### src/rtl/lock_disp_pkg.sv
// Shared types and segment constants for the lock display stage.
// Segment patterns are active-low, bit order {g,f,e,d,c,b,a}.
package lock_disp_pkg;

    typedef enum logic [1:0] {
        ENTRY = 2'd0,
        BLINK = 2'd1,
        HOLD  = 2'd2
    } state_t;

    localparam logic [6:0] SEG_0     = 7'b1000000;
    localparam logic [6:0] SEG_1     = 7'b1111001;
    localparam logic [6:0] SEG_2     = 7'b0100100;
    localparam logic [6:0] SEG_3     = 7'b0110000;
    localparam logic [6:0] SEG_4     = 7'b0011001;
    localparam logic [6:0] SEG_5     = 7'b0010010;
    localparam logic [6:0] SEG_6     = 7'b0000010;
    localparam logic [6:0] SEG_7     = 7'b1111000;
    localparam logic [6:0] SEG_8     = 7'b0000000;
    localparam logic [6:0] SEG_9     = 7'b0010000;

    localparam logic [6:0] SEG_O     = 7'b1000000;
    localparam logic [6:0] SEG_P     = 7'b0001100;
    localparam logic [6:0] SEG_E     = 7'b0000110;
    localparam logic [6:0] SEG_N     = 7'b0101011;
    localparam logic [6:0] SEG_C     = 7'b1000110;
    localparam logic [6:0] SEG_L     = 7'b1000111;
    localparam logic [6:0] SEG_S     = 7'b0010010;
    localparam logic [6:0] SEG_D     = 7'b0100001;
    localparam logic [6:0] SEG_BLANK = 7'b1111111;
    localparam logic [6:0] SEG_DASH  = 7'b0111111;

    // Packed HEX5..HEX0, HEX5 in the most significant 7 bits.
    localparam logic [41:0] MSG_OPEN   = {SEG_BLANK, SEG_BLANK, SEG_O, SEG_P, SEG_E, SEG_N};
    localparam logic [41:0] MSG_CLOSED = {SEG_C, SEG_L, SEG_O, SEG_S, SEG_E, SEG_D};
    localparam logic [41:0] ALL_BLANK  = {6{SEG_BLANK}};

endpackage

### src/rtl/seg7_digit_enc.sv
// 4-bit digit to active-low 7-segment pattern; values above 9 show "E".
module seg7_digit_enc
    import lock_disp_pkg::*;
(
    input  logic [3:0] digit,
    output logic [6:0] seg
);

    always_comb begin
        seg = SEG_E;
        case (digit)
            4'd0: seg = SEG_0;
            4'd1: seg = SEG_1;
            4'd2: seg = SEG_2;
            4'd3: seg = SEG_3;
            4'd4: seg = SEG_4;
            4'd5: seg = SEG_5;
            4'd6: seg = SEG_6;
            4'd7: seg = SEG_7;
            4'd8: seg = SEG_8;
            4'd9: seg = SEG_9;
            default: seg = SEG_E;
        endcase
    end

endmodule

### src/rtl/lock_display_ctrl.sv
// Scrolling digit history and blinking OPEn/CLOSEd verdict on HEX0..HEX5.
// Define LOCK_DISPLAY_MASK_DIGITS_EN to show entered digits as dashes.
module lock_display_ctrl
    import lock_disp_pkg::*;
#(
    parameter int BLINK_CYCLES = 25_000_000,
    parameter int NUM_BLINKS   = 3
) (
    input  logic       clk,
    input  logic       reset_n,
    input  logic       digit_valid,
    input  logic [3:0] digit,
    input  logic       result_valid,
    input  logic       result_open,
    input  logic       clear,
    output logic [6:0] HEX0,
    output logic [6:0] HEX1,
    output logic [6:0] HEX2,
    output logic [6:0] HEX3,
    output logic [6:0] HEX4,
    output logic [6:0] HEX5,
    output logic       busy
);

    localparam int CW = (BLINK_CYCLES > 1) ? $clog2(BLINK_CYCLES) : 1;
    localparam int TW = $clog2(2*NUM_BLINKS+1);
    localparam logic [CW-1:0] CNT_LAST = CW'(BLINK_CYCLES-1);
    localparam logic [TW-1:0] TOG_LAST = TW'(2*NUM_BLINKS);

    state_t        state_q, state_n;
    logic [41:0]   hist_q, hist_n;
    logic          res_open_q, res_open_n;
    logic [CW-1:0] cnt_q, cnt_n;
    logic [TW-1:0] tog_q, tog_n;
    logic          vis_q, vis_n;
    logic [41:0]   hex_q, hex_n;
    logic          busy_q, busy_n;
    logic [41:0]   msg;
    logic [6:0]    enc_seg;
    logic [6:0]    digit_seg;

    seg7_digit_enc u_enc (
        .digit (digit),
        .seg   (enc_seg)
    );

`ifdef LOCK_DISPLAY_MASK_DIGITS_EN
    assign digit_seg = SEG_DASH;
`else
    assign digit_seg = enc_seg;
`endif

    always_ff @(posedge clk) begin
        if (!reset_n) begin
            state_q    <= ENTRY;
            hist_q     <= ALL_BLANK;
            res_open_q <= 1'b0;
            cnt_q      <= '0;
            tog_q      <= '0;
            vis_q      <= 1'b1;
            hex_q      <= ALL_BLANK;
            busy_q     <= 1'b0;
        end else begin
            state_q    <= state_n;
            hist_q     <= hist_n;
            res_open_q <= res_open_n;
            cnt_q      <= cnt_n;
            tog_q      <= tog_n;
            vis_q      <= vis_n;
            hex_q      <= hex_n;
            busy_q     <= busy_n;
        end
    end

    // Next-state: clear > result_valid > digit_valid > blink timing.
    always_comb begin
        state_n    = state_q;
        hist_n     = hist_q;
        res_open_n = res_open_q;
        cnt_n      = cnt_q;
        tog_n      = tog_q;
        vis_n      = vis_q;
        if (clear) begin
            state_n = ENTRY;
            hist_n  = ALL_BLANK;
            cnt_n   = '0;
            tog_n   = '0;
            vis_n   = 1'b1;
        end else if (result_valid) begin
            state_n    = BLINK;
            res_open_n = result_open;
            cnt_n      = '0;
            tog_n      = '0;
            vis_n      = 1'b1;
        end else if (digit_valid) begin
            if (state_q == ENTRY) begin
                hist_n = {hist_q[34:0], digit_seg};
            end else begin
                hist_n  = {{5{SEG_BLANK}}, digit_seg};
                state_n = ENTRY;
            end
        end else if (state_q == BLINK) begin
            if (cnt_q == CNT_LAST) begin
                cnt_n = '0;
                tog_n = tog_q + 1'b1;
                vis_n = ~vis_q;
                // Last toggle lands on the visible phase and parks there.
                if (tog_n == TOG_LAST) begin
                    state_n = HOLD;
                    vis_n   = 1'b1;
                end
            end else begin
                cnt_n = cnt_q + 1'b1;
            end
        end
    end

    // Outputs are derived from next-state so they register alongside it.
    always_comb begin
        msg    = res_open_n ? MSG_OPEN : MSG_CLOSED;
        hex_n  = hist_n;
        busy_n = 1'b0;
        case (state_n)
            ENTRY: hex_n = hist_n;
            BLINK: begin
                hex_n  = vis_n ? msg : ALL_BLANK;
                busy_n = 1'b1;
            end
            HOLD:    hex_n = msg;
            default: hex_n = ALL_BLANK;
        endcase
    end

    assign HEX5 = hex_q[41:35];
    assign HEX4 = hex_q[34:28];
    assign HEX3 = hex_q[27:21];
    assign HEX2 = hex_q[20:14];
    assign HEX1 = hex_q[13:7];
    assign HEX0 = hex_q[6:0];
    assign busy = busy_q;

endmodule

### config.mk
export PLATFORM = sky130hd
export DESIGN_NAME = lock_display_ctrl
export DESIGN_NICKNAME = d
export VERILOG_FILES = /design/src/rtl/lock_disp_pkg.sv /design/src/rtl/seg7_digit_enc.sv /design/src/rtl/lock_display_ctrl.sv
export SDC_FILE = /design/constraint.sdc
export NUM_CORES = 1
export LEC_CHECK = 0
export ABC_CLOCK_PERIOD_IN_PS = 7000
export CORE_MARGIN = 8
export CORE_UTILIZATION = 25
export DETAILED_ROUTE_END_ITERATION = 8
export DONT_BUFFER_PORTS = 1
export PLACE_DENSITY = 0.34
export SYNTH_ARGS = -nofsm -noshare
export SYNTH_HDL_FRONTEND = slang
export SYNTH_SLANG_ARGS = --single-unit
### constraint.sdc
create_clock -name clk -period 7 [get_ports clk]
set_input_delay 1.4 -clock clk [delete_from_list [all_inputs] [get_ports clk]]
set_output_delay 1.4 -clock clk [all_outputs]
set_load 0.01 [all_outputs]
# Word-level counts from Yosys, hierarchy flattened
# Memories as Yosys holds them, arrays and structs flattened.
# Cells that the tools add are included.
[totals] reg_bits=117 latchBits=0 ram_bits=0 rom_bits=112 elab_cells=48 mem_count=1
[memory_table] memory="(name not given)" words=16 width=7 read_ports=1 rd_ports_with_merged_regs=0 wr=0 line_no="seg7_digit_enc.sv:11" rtl="case (digit)"
[op_classes] addsub=2 multipliers=0 n_div=0 n_lt_le_gt_ge=0 eq_ne=5 shifts=0 mux=24 bitwise_logic=3 reduce_logical=5
[op_table] op="2-to-1 mux 42 bit" n=4
[op_table] op="one-hot mux 42 bit (3 select lines)" n=1
[op_table] op="2-to-1 mux 41 bit" n=2
[op_table] op="adder 25 x 1 -> 25 bit (second input constant)" n=1
[op_table] op="== test 25 bit (second input constant)" n=1
[op_table] op="2-to-1 mux 25 bit" n=1
[op_table] op="2-to-1 mux 2 bit" n=7
[op_table] op="2-to-1 mux 1 bit" n=9
[op_table] op="== test 2 x 1 -> 1 bit (second input constant)" n=2
[op_table] op="logical NOT 2 bit" n=2
[op_table] op="adder 3 x 1 -> 3 bit (second input constant)" n=1
[op_table] op="== test 3 bit (second input constant)" n=1
[op_table] op="inverter 1 bit" n=3
[op_table] op="AND reduction 3 bit" n=1
[op_table] op="OR reduction 3 bit" n=1
[op_table] op="== test 2 bit (second input constant)" n=1
[op_table] op="AND reduction 2 bit" n=1

# Depth between registers and ports, before layout
[logic_depth] depth_word=10 ltp_mapped=12

# Modules after synthesis
# From an unflattened synthesis, not the netlist that was laid out.
[unflattened] hier_cells=512 hier_area_um2=4750.8
[by_module_without_submodules] module="lock_display_ctrl" n_inst=1 cells_each=485 area_per_inst_um2=4559.4 seq_area_each_um2=2342.2
[by_module_without_submodules] module="seg7_digit_enc" n_inst=1 cells_each=27 area_per_inst_um2=191.4 seq_area_each_um2=0.0

# Worst setup path before layout
# OpenSTA, ideal clock, no wires.
[synth_timing] path_kind="input to register" startpoint="in result_valid" endpoint="reg hex_q[13]" setup_ns=0.060 arrival_time_ns=3.198 slack_ns=3.742 cell_stages=10 n_path_buf=2 cell_sequence="clkbuf_1 nor2_1 a311o_1 inv_1 ha_1 nor4b_1 nor2_1 mux2_4 buf_8 nand2_2"
[synth_via] elab_chain_len=4
[synth_lines] element="start: declaration" line_no="lock_display_ctrl.sv:13" rtl="input logic result_valid,"
[synth_lines] element="2-to-1 mux 2 bit (*)" line_no="lock_display_ctrl.sv:89" rtl="end else if (result_valid) begin"
[synth_lines] element="2-to-1 mux 2 bit (*)" line_no="lock_display_ctrl.sv:83" rtl="if (clear) begin"
[synth_lines] element="named net state_n[0]" line_no="lock_display_ctrl.sv:30" rtl="state_t state_q, state_n;"
[synth_lines] element="== test 2 bit, or another cell as far along" line_no="lock_display_ctrl.sv:123" rtl="case (state_n)"
[synth_lines] element="one-hot mux 42 bit (3 select lines) (*)" line_no="lock_display_ctrl.sv:123"
[synth_lines] element="end signal: assignment" line_no="lock_display_ctrl.sv:70" rtl="hex_q <= hex_n;"
[synth_lines] element="end: declaration" line_no="lock_display_ctrl.sv:36" rtl="logic [41:0] hex_q, hex_n;"
# The timed path passes the listed nets; every way through them passes the cells marked *.
# A chain may end at the register's enable or synchronous reset.

# Worst setup path after layout
[layout_timing] startpoint="in result_valid" endpoint="reg hex_q[16]"
[layout_via] elab_chain_len=5
[layout_lines] element="2-to-1 mux 1 bit" line_no="lock_display_ctrl.sv:89"
[layout_lines] element="2-to-1 mux 1 bit" line_no="lock_display_ctrl.sv:83"
[layout_lines] element="2-to-1 mux 41 bit" line_no="lock_display_ctrl.sv:120" rtl="msg = res_open_n ? MSG_OPEN : MSG_CLOSED;"
[layout_lines] element="2-to-1 mux 41 bit" line_no="lock_display_ctrl.sv:126" rtl="hex_n = vis_n ? msg : ALL_BLANK;"
[layout_lines] element="one-hot mux 42 bit (3 select lines) (*)" line_no="lock_display_ctrl.sv:123"
# Every way passes the cells marked *; elsewhere a longest branch is shown, timed or not.

==> metrics.yaml <==
drcViolationCount: 0
arrival_ns: 3.83
fin_area_mm2: 0.00554
synth-main-ff-cell: "dfxtp_1"
top_usage_layer: "met1"
drt_pass1_iterations: 5
drt_iter0_markers: 291
slew_headroom: 0.269
fin_crit_sh: 0.515
synth_compound_area_frac: 0.147
p_sw_uw: 374
synth_top_family_by_area: "simple AND/OR/NAND/NOR gates"
ys_top_cells_by_area: "dfxtp_1, nand2_1, o221ai_1"
hold_violations: 0
max_freq_ghz: 0.277
syn_avg_cell_area_um2: 9.18
hpwlAfterDp_um: 8530
path_clk_slew_ns: 0.05
clockBufferDepth: 2
yosys_warnings: 0
synthesis.nets: 536
grt_pass1_wl_um: 20500
synth_edf_count: 0
met3_usage: 0.0400
ctsResizeCount: 0
setup_viol: 0
std_cell_rows: 50
synth_common_cells: "dfxtp_1, nand2_1, nor2_1"
initial_core_util: 0.253
ant_nets: 0
peakVddDrop_uv: 164
start_kind: "input port"
cts_setup_buffers: 0
fp.dieW_um: 153
dpl_cell_area_mm2: 0.00491
synth_top_area_cell: "dfxtp_1"
period_minus_slack_ns: 3.61
yosys.area_share.simple: 0.223
p_int_mw: 1.32
synth_fa_ha_area_frac: 0.0318
syn_inst: 514
syn_to_final_growth_pct: 17.4
yosysMostFrequentCell: "dfxtp_1"
crit_type: "input port to flop"
io_pins: 53
power_frac_comb: 0.041
core_mm2: 0.0186
hold_path.class: "flop to flop"
met1_usage: 0.160
vias_per_cell: 4.81
worst_slew_pin_slew_ns: 1.10
diodes: 0
synth-seq-cells: 117
overflow: 0
io_buffer_count: 0
post_drt_wl_per_cell_um: 17.0
seqPwrFrac: 0.411
synth_xor_xnor_area_share: 0.0482
rsz0062_at_grt: "false"
async_flop_share: 0
status: "complete, no violations"
worstPathMaxFanout: 36
skew_ns: 0.0187
grtUsageTotal: 0.112
switching_share: 0.221
cts_tree: "done"
slew_viol_final: 0
finalWirelength_um: 12700
ys_seq_area_frac: 0.496
cellPowerDensity_mw_per_mm2: 305
die_area_mm2: 0.0235
leakage_nw: 1.99
required_ns: 7.22
met2_usage: 0.149
finalSetupTns_ns: 0
clockPowerShare: 0.548
ys_types: 49
nNetsFinal: 526
yosysTopAreaCellShare: 0.496
place_congestion: 0.705
crit_path_end_kind: "flop"
drive_above_1_share: 0.108
netlist_area_mm2: 0.00472
cap_violations: 0
antenna_found_initial: 0
htreeDepth: 4
postCtsHoldBufs: 0
ctsRootBufferMaster: "clkbuf_16"
grt_pass1_vias: 3552
insertion_delay_ns: 0.42
via_count: 3616
fp.dieH_um: 153
cts_made_buffers: 17
cts_sinks: 117
synth.area.mux_share: 0.0117
grt_max_degree: 41
[stage by stage]
stage	setup WS, ns	hold WS [ns]	power (mW)	util	instances
after floorplan	3.74	0.463	0.760	-	514
after CTS	3.39	0.494	1.72	0.297	751
after global placement	2.93	0.474	0.781	0.263	719
after global routing	3.09	0.531	1.76	0.297	751
final	3.39	0.493	1.69	0.297	751
after detailed placement	2.97	0.480	0.780	0.263	719
[cell families after synthesis]
group,count (synthesis)
and+or+nand+nor,209
DFF,117
AOI/OAI and AO/OA,97
buffers and inverters,48
xor gates and xnor gates,26
adders and majority gates,12
muxes,5
[final timing paths]
kind                                    from          to  slack (ns)  depth (start not counted)
worst min-delay path              hist_q[38]  hist_q[38]        0.49                          2
worst min register to register    hist_q[38]  hist_q[38]        0.49                          2
worst max-delay path            result_valid   hex_q[16]        3.39                          6
worst max register to register     cnt_q[10]   hex_q[16]        3.46                         10
[per-layer routing]
layer  wire (um)  part of all wire
met5           0                 0
met4         103            0.0081
met3         630             0.049
met2        5190              0.41
met1        6820              0.54
[cells in the final DEF (no fill, tap or decap), drive strengths merged, types with 5 or more instances in the layout]
| master | count |
|---|---|
| clkinv | 5 |
| nand2 | 73 |
| ha | 12 |
| nor3 | 6 |
| o221ai | 25 |
| nor2 | 45 |
| xor2 | 21 |
| clkbuf | 20 |
| nand4 | 12 |
| o22a | 9 |
| and2 | 7 |
| o22ai | 27 |
| dfxtp | 117 |
| or2 | 6 |
| nand3 | 21 |
| xnor2 | 5 |
| nand2b | 14 |
| inv | 17 |
| o21ai | 17 |
| and3 | 6 |
[sequential cells by signal, indices dropped and copies added, names as in the netlist]
register,flops
hist_q,42
hex_q,42
tog_q,3
state_q,2
vis_q,1
res_open_q,1
cnt_q,25
busy,1
[power groups by stage]
stage | registers [mW] | logic (mW) | clock network [mW]
global route | 0.696 | 0.0781 | 0.989
finish | 0.695 | 0.0691 | 0.926
CTS | 0.695 | 0.0709 | 0.954
detailed placement | 0.710 | 0.0706 | 0
floorplan | 0.705 | 0.0550 | 0
global placement | 0.710 | 0.0716 | 0
[cell type report]
| class | count | area, um^2 |
|---|---|---|
| fill | 1965 | 13100 |
| sequential | 117 | 2340 |
| multi-input combinational | 349 | 2190 |
| clock buffer | 20 | 457 |
| tap | 234 | 293 |
| clock inverter | 12 | 176 |
| inverter | 16 | 60.1 |
| timing repair buffer | 3 | 22.5 |
[worst max-delay path, cell delays in order]
cell and delay [ns]:
nand2b_1 0.36, or3_1 0.41, buf_4 0.27, nand2b_1 0.71, o221ai_1 0.51, nand3_1 0.14
Power figures use the tool's default switching activity.
